===== src/rtl/autosa_rubik_wcmd_dispatch.sv =====
// Rubik write-command dispatcher: pops wcmds and expands them into per-line DMA write requests.
// Optional stall counter on perf_stall_cnt is built only when AUTOSA_RUBIK_WCMD_PERF_EN is defined.
module autosa_rubik_wcmd_dispatch #(
  parameter int ADDR_W = 32,
  parameter int SIZE_W = 13
) (
  input  logic                     autosa_core_clk,
  input  logic                     autosa_core_rstn,
  input  logic                     op_en,
  input  logic [ADDR_W-1:0]        reg2dp_dst_base_addr,
  input  logic [ADDR_W-1:0]        reg2dp_dst_line_stride,
  input  logic [ADDR_W-1:0]        reg2dp_dst_surf_stride,
  input  logic [SIZE_W-1:0]        reg2dp_line_size_m1,
  input  logic                     wcmd_pvld,
  output logic                     wcmd_prdy,
  input  logic [10:0]              wcmd_pd,
  output logic                     dma_wr_req_pvld,
  input  logic                     dma_wr_req_prdy,
  output logic [ADDR_W+SIZE_W-1:0] dma_wr_req_pd,
  output logic                     layer_done,
  output logic                     busy,
  output logic [31:0]              perf_stall_cnt
);

  typedef enum logic [2:0] {
    IDLE     = 3'd0,
    WAIT_CMD = 3'd1,
    ISSUE    = 3'd2,
    ADV      = 3'd3,
    DONE     = 3'd4
  } state_t;

  typedef struct packed {
    logic       skip;
    logic       layer_end;
    logic       surf_end;
    logic [7:0] lines_m1;
  } wcmd_t;

  state_t              state, state_nx;
  wcmd_t               cmd_in;
  logic                cmd_surf_end, cmd_layer_end;
  logic [7:0]          line_cnt;
  logic [ADDR_W-1:0]   line_stride_q, surf_stride_q;
  logic [ADDR_W-1:0]   surf_ptr, line_ptr;
  logic [SIZE_W-1:0]   line_size_q;
  logic                req_acc;

  assign cmd_in  = wcmd_t'(wcmd_pd);
  assign req_acc = (state == ISSUE) && dma_wr_req_prdy;

  always_ff @(posedge autosa_core_clk or negedge autosa_core_rstn) begin
    if (!autosa_core_rstn) state <= IDLE;
    else                   state <= state_nx;
  end

  // Outputs are pure state decodes, so wcmd_prdy never looks at wcmd_pvld.
  always_comb begin
    state_nx        = state;
    wcmd_prdy       = 1'b0;
    dma_wr_req_pvld = 1'b0;
    layer_done      = 1'b0;
    busy            = 1'b0;
    case (state)
      IDLE: begin
        if (op_en) state_nx = WAIT_CMD;
      end
      WAIT_CMD: begin
        wcmd_prdy = 1'b1;
        busy      = 1'b1;
        if (wcmd_pvld) state_nx = cmd_in.skip ? ADV : ISSUE;
      end
      ISSUE: begin
        dma_wr_req_pvld = 1'b1;
        busy            = 1'b1;
        if (dma_wr_req_prdy && (line_cnt == 8'd0)) state_nx = ADV;
      end
      ADV: begin
        busy     = 1'b1;
        state_nx = cmd_layer_end ? DONE : WAIT_CMD;
      end
      DONE: begin
        layer_done = 1'b1;
        state_nx   = IDLE;
      end
      default: state_nx = IDLE;
    endcase
  end

  assign dma_wr_req_pd = dma_wr_req_pvld ? {line_size_q, line_ptr} : '0;

  // Layer configuration snapshot; later register writes do not disturb a running layer.
  always_ff @(posedge autosa_core_clk or negedge autosa_core_rstn) begin
    if (!autosa_core_rstn) begin
      line_stride_q <= '0;
      surf_stride_q <= '0;
      line_size_q   <= '0;
    end else if ((state == IDLE) && op_en) begin
      line_stride_q <= reg2dp_dst_line_stride;
      surf_stride_q <= reg2dp_dst_surf_stride;
      line_size_q   <= reg2dp_line_size_m1;
    end
  end

  always_ff @(posedge autosa_core_clk or negedge autosa_core_rstn) begin
    if (!autosa_core_rstn) begin
      cmd_surf_end  <= 1'b0;
      cmd_layer_end <= 1'b0;
      line_cnt      <= '0;
    end else if ((state == WAIT_CMD) && wcmd_pvld) begin
      cmd_surf_end  <= cmd_in.surf_end;
      cmd_layer_end <= cmd_in.layer_end;
      line_cnt      <= cmd_in.lines_m1;
    end else if (req_acc && (line_cnt != 8'd0)) begin
      line_cnt <= line_cnt - 8'd1;
    end
  end

  // Pointer sums wrap naturally at ADDR_W bits.
  always_ff @(posedge autosa_core_clk or negedge autosa_core_rstn) begin
    if (!autosa_core_rstn) begin
      surf_ptr <= '0;
      line_ptr <= '0;
    end else begin
      case (state)
        IDLE: if (op_en) begin
          surf_ptr <= reg2dp_dst_base_addr;
          line_ptr <= reg2dp_dst_base_addr;
        end
        ISSUE: if (dma_wr_req_prdy) line_ptr <= line_ptr + line_stride_q;
        ADV: if (cmd_surf_end) begin
          surf_ptr <= surf_ptr + surf_stride_q;
          line_ptr <= surf_ptr + surf_stride_q;
        end
        default: ;
      endcase
    end
  end

`ifdef AUTOSA_RUBIK_WCMD_PERF_EN
  logic [31:0] stall_cnt_q;

  always_ff @(posedge autosa_core_clk or negedge autosa_core_rstn) begin
    if (!autosa_core_rstn)
      stall_cnt_q <= '0;
    else if ((state == IDLE) && op_en)
      stall_cnt_q <= '0;
    else if (dma_wr_req_pvld && !dma_wr_req_prdy && (stall_cnt_q != 32'hFFFF_FFFF))
      stall_cnt_q <= stall_cnt_q + 32'd1;
  end

  assign perf_stall_cnt = stall_cnt_q;
`else
  assign perf_stall_cnt = '0;
`endif

endmodule


===== config.mk =====
export PLATFORM = sky130hd
export DESIGN_NAME = autosa_rubik_wcmd_dispatch
export DESIGN_NICKNAME = d
export VERILOG_FILES = /design/src/rtl/autosa_rubik_wcmd_dispatch.sv
export SDC_FILE = /design/constraint.sdc
export NUM_CORES = 1
export LEC_CHECK = 0
export CAP_MARGIN = 0
export CORE_MARGIN = 4
export CORE_UTILIZATION = 57
export DETAILED_ROUTE_END_ITERATION = 8
export PLACE_DENSITY_LB_ADDON = 0.3
export SETUP_SLACK_MARGIN = 0.15
export SLEW_MARGIN = 20
export SYNTH_ARGS = -nofsm -noshare
export SYNTH_HDL_FRONTEND = slang
export SYNTH_SLANG_ARGS = --single-unit

===== constraint.sdc =====
create_clock -name autosa_core_clk -period 5.97 [get_ports autosa_core_clk]
set_clock_uncertainty 0.15 [all_clocks]
set_input_delay 1.194 -clock autosa_core_clk [delete_from_list [all_inputs] [get_ports autosa_core_clk]]
set_output_delay 1.194 -clock autosa_core_clk [all_outputs]
set_load 0.02 [all_outputs]

==> results.tsv, run 1 <==
metric	value	unit
grt_pass1_vias	8787	
yosysWarnings	0	
die_w	142	µm
leakage	0.00560	µW
synth_edf_count	0	
final_max_slew_viol_count	0	
place_hpwl	20500	µm
crit_type	register to output pin	
clock_latency	440	ps
cts_resized	0	
slew_headroom	0.377	
fp-row-count	48	
hold_class	register to register	
grt_usage	0.274	
clkTransAtPathRegs	60	ps
drc_errors	0	
globalplace.congestion	0.902	
ys_seq_area_frac	0.377	
irDropWorstVdd	339	µV
cp-end-kind	output pin	
start_util	0.587	
syn_avg_cell_area	9.07	µm²
grt_max_degree	103	
grt_pass1_wl	43800	µm
drive_above_1_share	0.103	
io_pins	206	
antennaDiodeCount	0	
antenna_found_initial	0	
synth_top_area_cell	dfrtp_1	
status	finished, final reports clean	
synth_cells	1128	
vias	8981	
period_share	0.748	
hold_buffers	0	
synth_cell_types	65	
fillCellCount	1302	
setup_violations	0	
syn_to_final_growth	23.6	%
async_flop_share	1.00	
fmaxAchievable	224	MHz
final_util	0.726	
cts_sinks	154	
crit_path_start_kind	register	
drv_cap	0	
cp_max_fo	47	
hold_violations	0	
die_y	142	µm
fin_crit	4460	ps
synth_most_common_cell	dfrtp_1	
cts_buffers	17	
tightest_slew	935	ps
synth_ff_type	dfrtp_1	
ant_nets	0	
rrSetupSlack	2220	ps
ys_top_cells_by_area	dfrtp_1, mux2_2, ha_1, a21oi_1, nand2_1	
postCtsSetupBuffers	0	
first_pass_iters	5	
final_nets	1460	
dieArea	0.0202	mm²
clockBufferDepth	2	
io_buffers	173	
synthesis.area	0.0102	mm²
drt_iter0_drc	559	
setup_tns	0	ps
powerDensity	702	mW/mm²
wl_per_cell	18.4	µm
overflow	0	
synth_commonest_cells	dfrtp_1, nand2_1, nor2_1	
cts_tree	done	
cts_root_buffer	clkbuf_16	
rsz0062_at_grt	false	
ys_seq_elements	154	
worst-endpoint-required	4630	ps
cts_max_level	4	
yosysTopAreaCellShare	0.377	
cp.arrival	3120	ps
coreArea	0.0174	mm²
vias_per_cell	5.97	
wirelength	27600	µm
==> critical path, cell delays in order (launching register included) <==
cell and delay (ps):
dfrtp_1 520, nor2b_4 810, nand2_1 390, inv_1 290
clkdlybuf4s50_1 670
==> cells in the final DEF, fill, tap and decap left out, types with 43 or more instances in the layout <==
| cell type | netlist | routed |
|---|---|---|
| mux2_2 | 78 | 78 |
| clkdlybuf4s50_1 | 0 | 172 |
| nor2_1 | 102 | 101 |
| xnor2_1 | 43 | 43 |
| nand2_1 | 117 | 117 |
| o21ai_0 | 74 | 74 |
| ha_1 | 64 | 64 |
| a21oi_1 | 90 | 90 |
| and3_1 | 50 | 50 |
| dfrtp_1 | 154 | 154 |
==> sequential cells by signal, indices dropped and copies added (netlist names) <==
| name | flops |
|---|---|
| line_ptr | 32 |
| line_stride_q | 32 |
| surf_ptr | 32 |
| surf_stride_q | 32 |
| line_size_q | 13 |
| line_cnt | 8 |
| state | 3 |
| cmd_layer_end | 1 |
| cmd_surf_end | 1 |
==> final cells by class <==
class                      instances  area [µm²]  share of cell area
clock buffer                      23         478              0.0378
clock inverter                     7         164              0.0130
multi-input combinational        890        5960               0.471
timing repair buffer             183        1820               0.144
sequential                       154        3850               0.305
tap                              225         282              0.0223
inverter                          23        86.3             0.00683
==> through the flow <==
| stage | setup WS [ps] | cells | power [µW] | cell area (µm²) | hold slack (ps) |
|---|---|---|---|---|---|
| floorplan | 2980 | 1159 | 6130 | 10300 | 304 |
| global placement | 2090 | 1475 | 7470 | 12000 | 323 |
| detailed placement | 2040 | 1475 | 7600 | 12000 | 331 |
| CTS | 1560 | 1505 | 8850 | 12600 | 351 |
| global route | 1360 | 1505 | 9580 | 12600 | 371 |
| finish | 1510 | 1505 | 8870 | 12600 | 347 |
==> final timing paths <==
check | startpoint | end | depth (start not counted)
worst min register to register | line_size_q[8]$_DFFE_PN0P_ | line_size_q[8]$_DFFE_PN0P_ | 1
worst max register to register | state[0]$_DFFE_PN0P_ | surf_ptr[27]$_DFFE_PN0P_ | 12
min in group asynchronous | autosa_core_rstn | surf_stride_q[24]$_DFFE_PN0P_ | 1
max in group asynchronous | autosa_core_rstn | surf_ptr[7]$_DFFE_PN0P_ | 2
worst max-delay path | state[1]$_DFFE_PN0P_ | dma_wr_req_pvld | 4
worst min-delay path | line_size_q[8]$_DFFE_PN0P_ | line_size_q[8]$_DFFE_PN0P_ | 1
==> metal layers <==
| metal | global-route usage | vias to the layer above | routed length, µm |
|---|---|---|---|
| met2 | 0.469 | 370 | 13800 |
| met4 | 0.119 | 0 | 1000 |
| li1 | - | 4261 | - |
| met3 | 0.0497 | 82 | 1870 |
| met5 | 0 | - | 0 |
| met1 | 0.340 | 4268 | 11000 |
==> kinds of logic (layout without fill, tap and decap cells) <==
group	after synthesis	in the layout	share of synthesized area
and+or+nand+nor	331	331	0.148
AOI/OAI and AO/OA	314	314	0.193
DFF	154	154	0.377
buffers and inverters	115	236	0.0542
muxes	84	84	0.0917
adders and majority gates	66	66	0.0822
xor gates and xnor gates	63	63	0.0539
other	1	32	0.000367
==> power breakdown <==
| group | total [µW] | switching, µW | internal, µW |
|---|---|---|---|
| clock | 1200 | 426 | 771 |
| combinational | 5670 | 3260 | 2410 |
| sequential | 2010 | 427 | 1580 |
No activity file was read; power rests on OpenSTA's default activity.
==> run 2: changes to the inputs <==
- CORE_UTILIZATION: 57 -> 53
- clock period: 5.97 -> 4.35 ns (I/O delays scaled with it)
==> run 2 against run 1 <==
Net effect: clock power is 30% higher; utilization is 5.2 points lower; worst setup slack lost 1100 ps; critical path depth did not move; critical endpoint unchanged; largest power group unchanged.
==> results.tsv, run 2 (synthesis gave the netlist of run 1 again) <==
metric	value	unit	change
cts_resized	0		unchanged
cp-end-kind	output pin		unchanged
dieArea	0.0216	mm²	was 0.0202 mm²
syn_to_final_growth	24.0	%	was 23.6%
clockBufferDepth	2		unchanged
fp-row-count	50		was 48
clock_latency	430	ps	was 440 ps
rsz0062_at_grt	false		unchanged
fmaxAchievable	256	MHz	
antenna_found_initial	0		unchanged
swShare	0.465		was 0.463
pwr-share-comb	0.642		was 0.639
grt_max_degree	96		was 103
place_ws	869	ps	was 2040 ps
switching_power	5620	µW	was 4110 µW
seq_area	0.00385	mm²	unchanged
start_util	0.543		was 0.587
status	finished, final reports clean		unchanged
crit_path_start_kind	register		unchanged
cts_sinks	154		unchanged
drive_above_1_share	0.106		was 0.103
final_nets	1465		was 1,460
leakage	0.00560	µW	about the same
crit_type	register to output pin		unchanged
p_int	6470	µW	was 4760 µW
period_share	0.900		
final_cell_mix	clkdlybuf4s50_1, dfrtp_1, nand2_1		unchanged
cp.arrival	2890	ps	was 3120 ps
cts_root_buffer	clkbuf_16		unchanged
io_buffers	173		unchanged
p_total	12100	µW	was 8870 µW
hold_class	register to register		unchanged
final_max_slew_viol_count	0		unchanged
hold_buffers	0		unchanged
final_util	0.674		was 0.726
endpoint	dma_wr_req_pvld		unchanged
fillCellCount	1516		was 1,302
wirelength	28000	µm	was 27,600 µm
ant_nets	0		unchanged
wl_per_cell	18.1	µm	was 18.4 µm
cp-startpoint	state[1]$_DFFE_PN0P_		unchanged
coreArea	0.0188	mm²	was 0.0174 mm²
cp_max_fo	28		was 47
slew_headroom	0.374		was 0.377
vias	8850		was 8,981
cts_max_level	4		unchanged
multi_input_area	0.00596	mm²	about the same
grt_pass1_wl	44000	µm	was 43,800 µm
cts_tree	done		unchanged
antennaDiodeCount	0		unchanged
drv_cap	0		unchanged
fin_area	0.0127	mm²	was 0.0126 mm²
fin_crit	3910	ps	
place_hpwl	21100	µm	was 20,500 µm
grt_usage	0.253		was 0.274
place_area	0.0121	mm²	was 0.0120 mm²
hold_violations	0		unchanged
layout_setup_ws	436	ps	was 1510 ps
irDropWorstVdd	479	µV	was 339 µV
setup_violations	0		unchanged
powerDensity	953	mW/mm²	was 702 mW/mm²
rrSetupSlack	990	ps	was 2220 ps
r2r_start	surf_ptr[0]$_DFFE_PN0P_		was state[0]$_DFFE_PN0P_
overflow	0		unchanged
first_pass_iters	6		was 5
drc_errors	0		unchanged
final_common_cell	clkdlybuf4s50_1		unchanged
drt_iter0_drc	645		was 559
die_y	147	µm	was 142 µm
cts_buffers	17		unchanged
io_pins	206		unchanged
globalplace.congestion	0.884		was 0.902
postCtsSetupBuffers	0		unchanged
tightest_slew	936	ps	was 935 ps
reg2reg_to	surf_ptr[30]$_DFFE_PN0P_		was surf_ptr[27]$_DFFE_PN0P_
vias_per_cell	5.74		was 5.97
ff2ff_path_depth	12		unchanged
die_w	147	µm	was 142 µm
seqPwrFrac	0.229		was 0.227
clock_power_share	0.129		was 0.135
clkTransAtPathRegs	60	ps	about the same
worst-endpoint-required	3330	ps	was 4630 ps
setup_tns	0	ps	unchanged
grt_pass1_vias	8778		was 8,787
run 2: cell count changes in the layout (fill, tap and decap cells not counted), sizes merged:
cell,before,now
buf,11,16
clkinvlp,0,1
bufinv,5,4
clkbuf,23,20
clkinv,2,3
run 2: power groups by stage:
stage                     sequential (µW)  clock, µW  combinational (µW)
final                                2760       1560                7760
after global routing                 2830       1640                8560
after CTS                            2760       1580                7720
after detailed placement             2790          0                7650
after global placement               2770          0                7540
after floorplan                      2500          0                5910
run 2: worst max-delay path, stage by stage, from the launching register on:
cell             delay [ps]
dfrtp_1                 500
nor2b_4                 630
nand2_1                 370
inv_1                   300
clkdlybuf4s50_1         660
run 2: worst min path at each step:
stage / startpoint / end / depth (start not counted)
floorplan: surf_ptr[11]$_DFFE_PN0P_ / surf_ptr[11]$_DFFE_PN0P_ / 2
global placement: surf_ptr[7]$_DFFE_PN0P_ / surf_ptr[7]$_DFFE_PN0P_ / 2
detailed placement: line_size_q[2]$_DFFE_PN0P_ / line_size_q[2]$_DFFE_PN0P_ / 1
CTS: line_size_q[2]$_DFFE_PN0P_ / line_size_q[2]$_DFFE_PN0P_ / 1
global route: line_size_q[4]$_DFFE_PN0P_ / line_size_q[4]$_DFFE_PN0P_ / 1
finish: line_size_q[2]$_DFFE_PN0P_ / line_size_q[2]$_DFFE_PN0P_ / 1
run 2: through the flow:
step	std cells	hold WS, ps
after detailed placement	1515	338
final	1543	346
after CTS	1543	352
after global routing	1543	355
after floorplan	1159	304
after global placement	1515	326
run 2: final cells by class:
cell class                      instances  share of cell area
Inverter                               23             0.00681
Clock inverter                          8              0.0115
Tap cell                              260              0.0256
Sequential cell                       154               0.304
Multi-Input combinational cell        890               0.470
Clock buffer                           20              0.0360
Timing Repair Buffer                  188               0.146
run 2: metal layers:
layer	global-route usage	vias up	routed length (µm)
met2	0.437	309	13900
met3	0.0580	56	1830
met5	0	-	0
li1	-	4260	-
met4	0.0825	0	715
met1	0.316	4225	11600
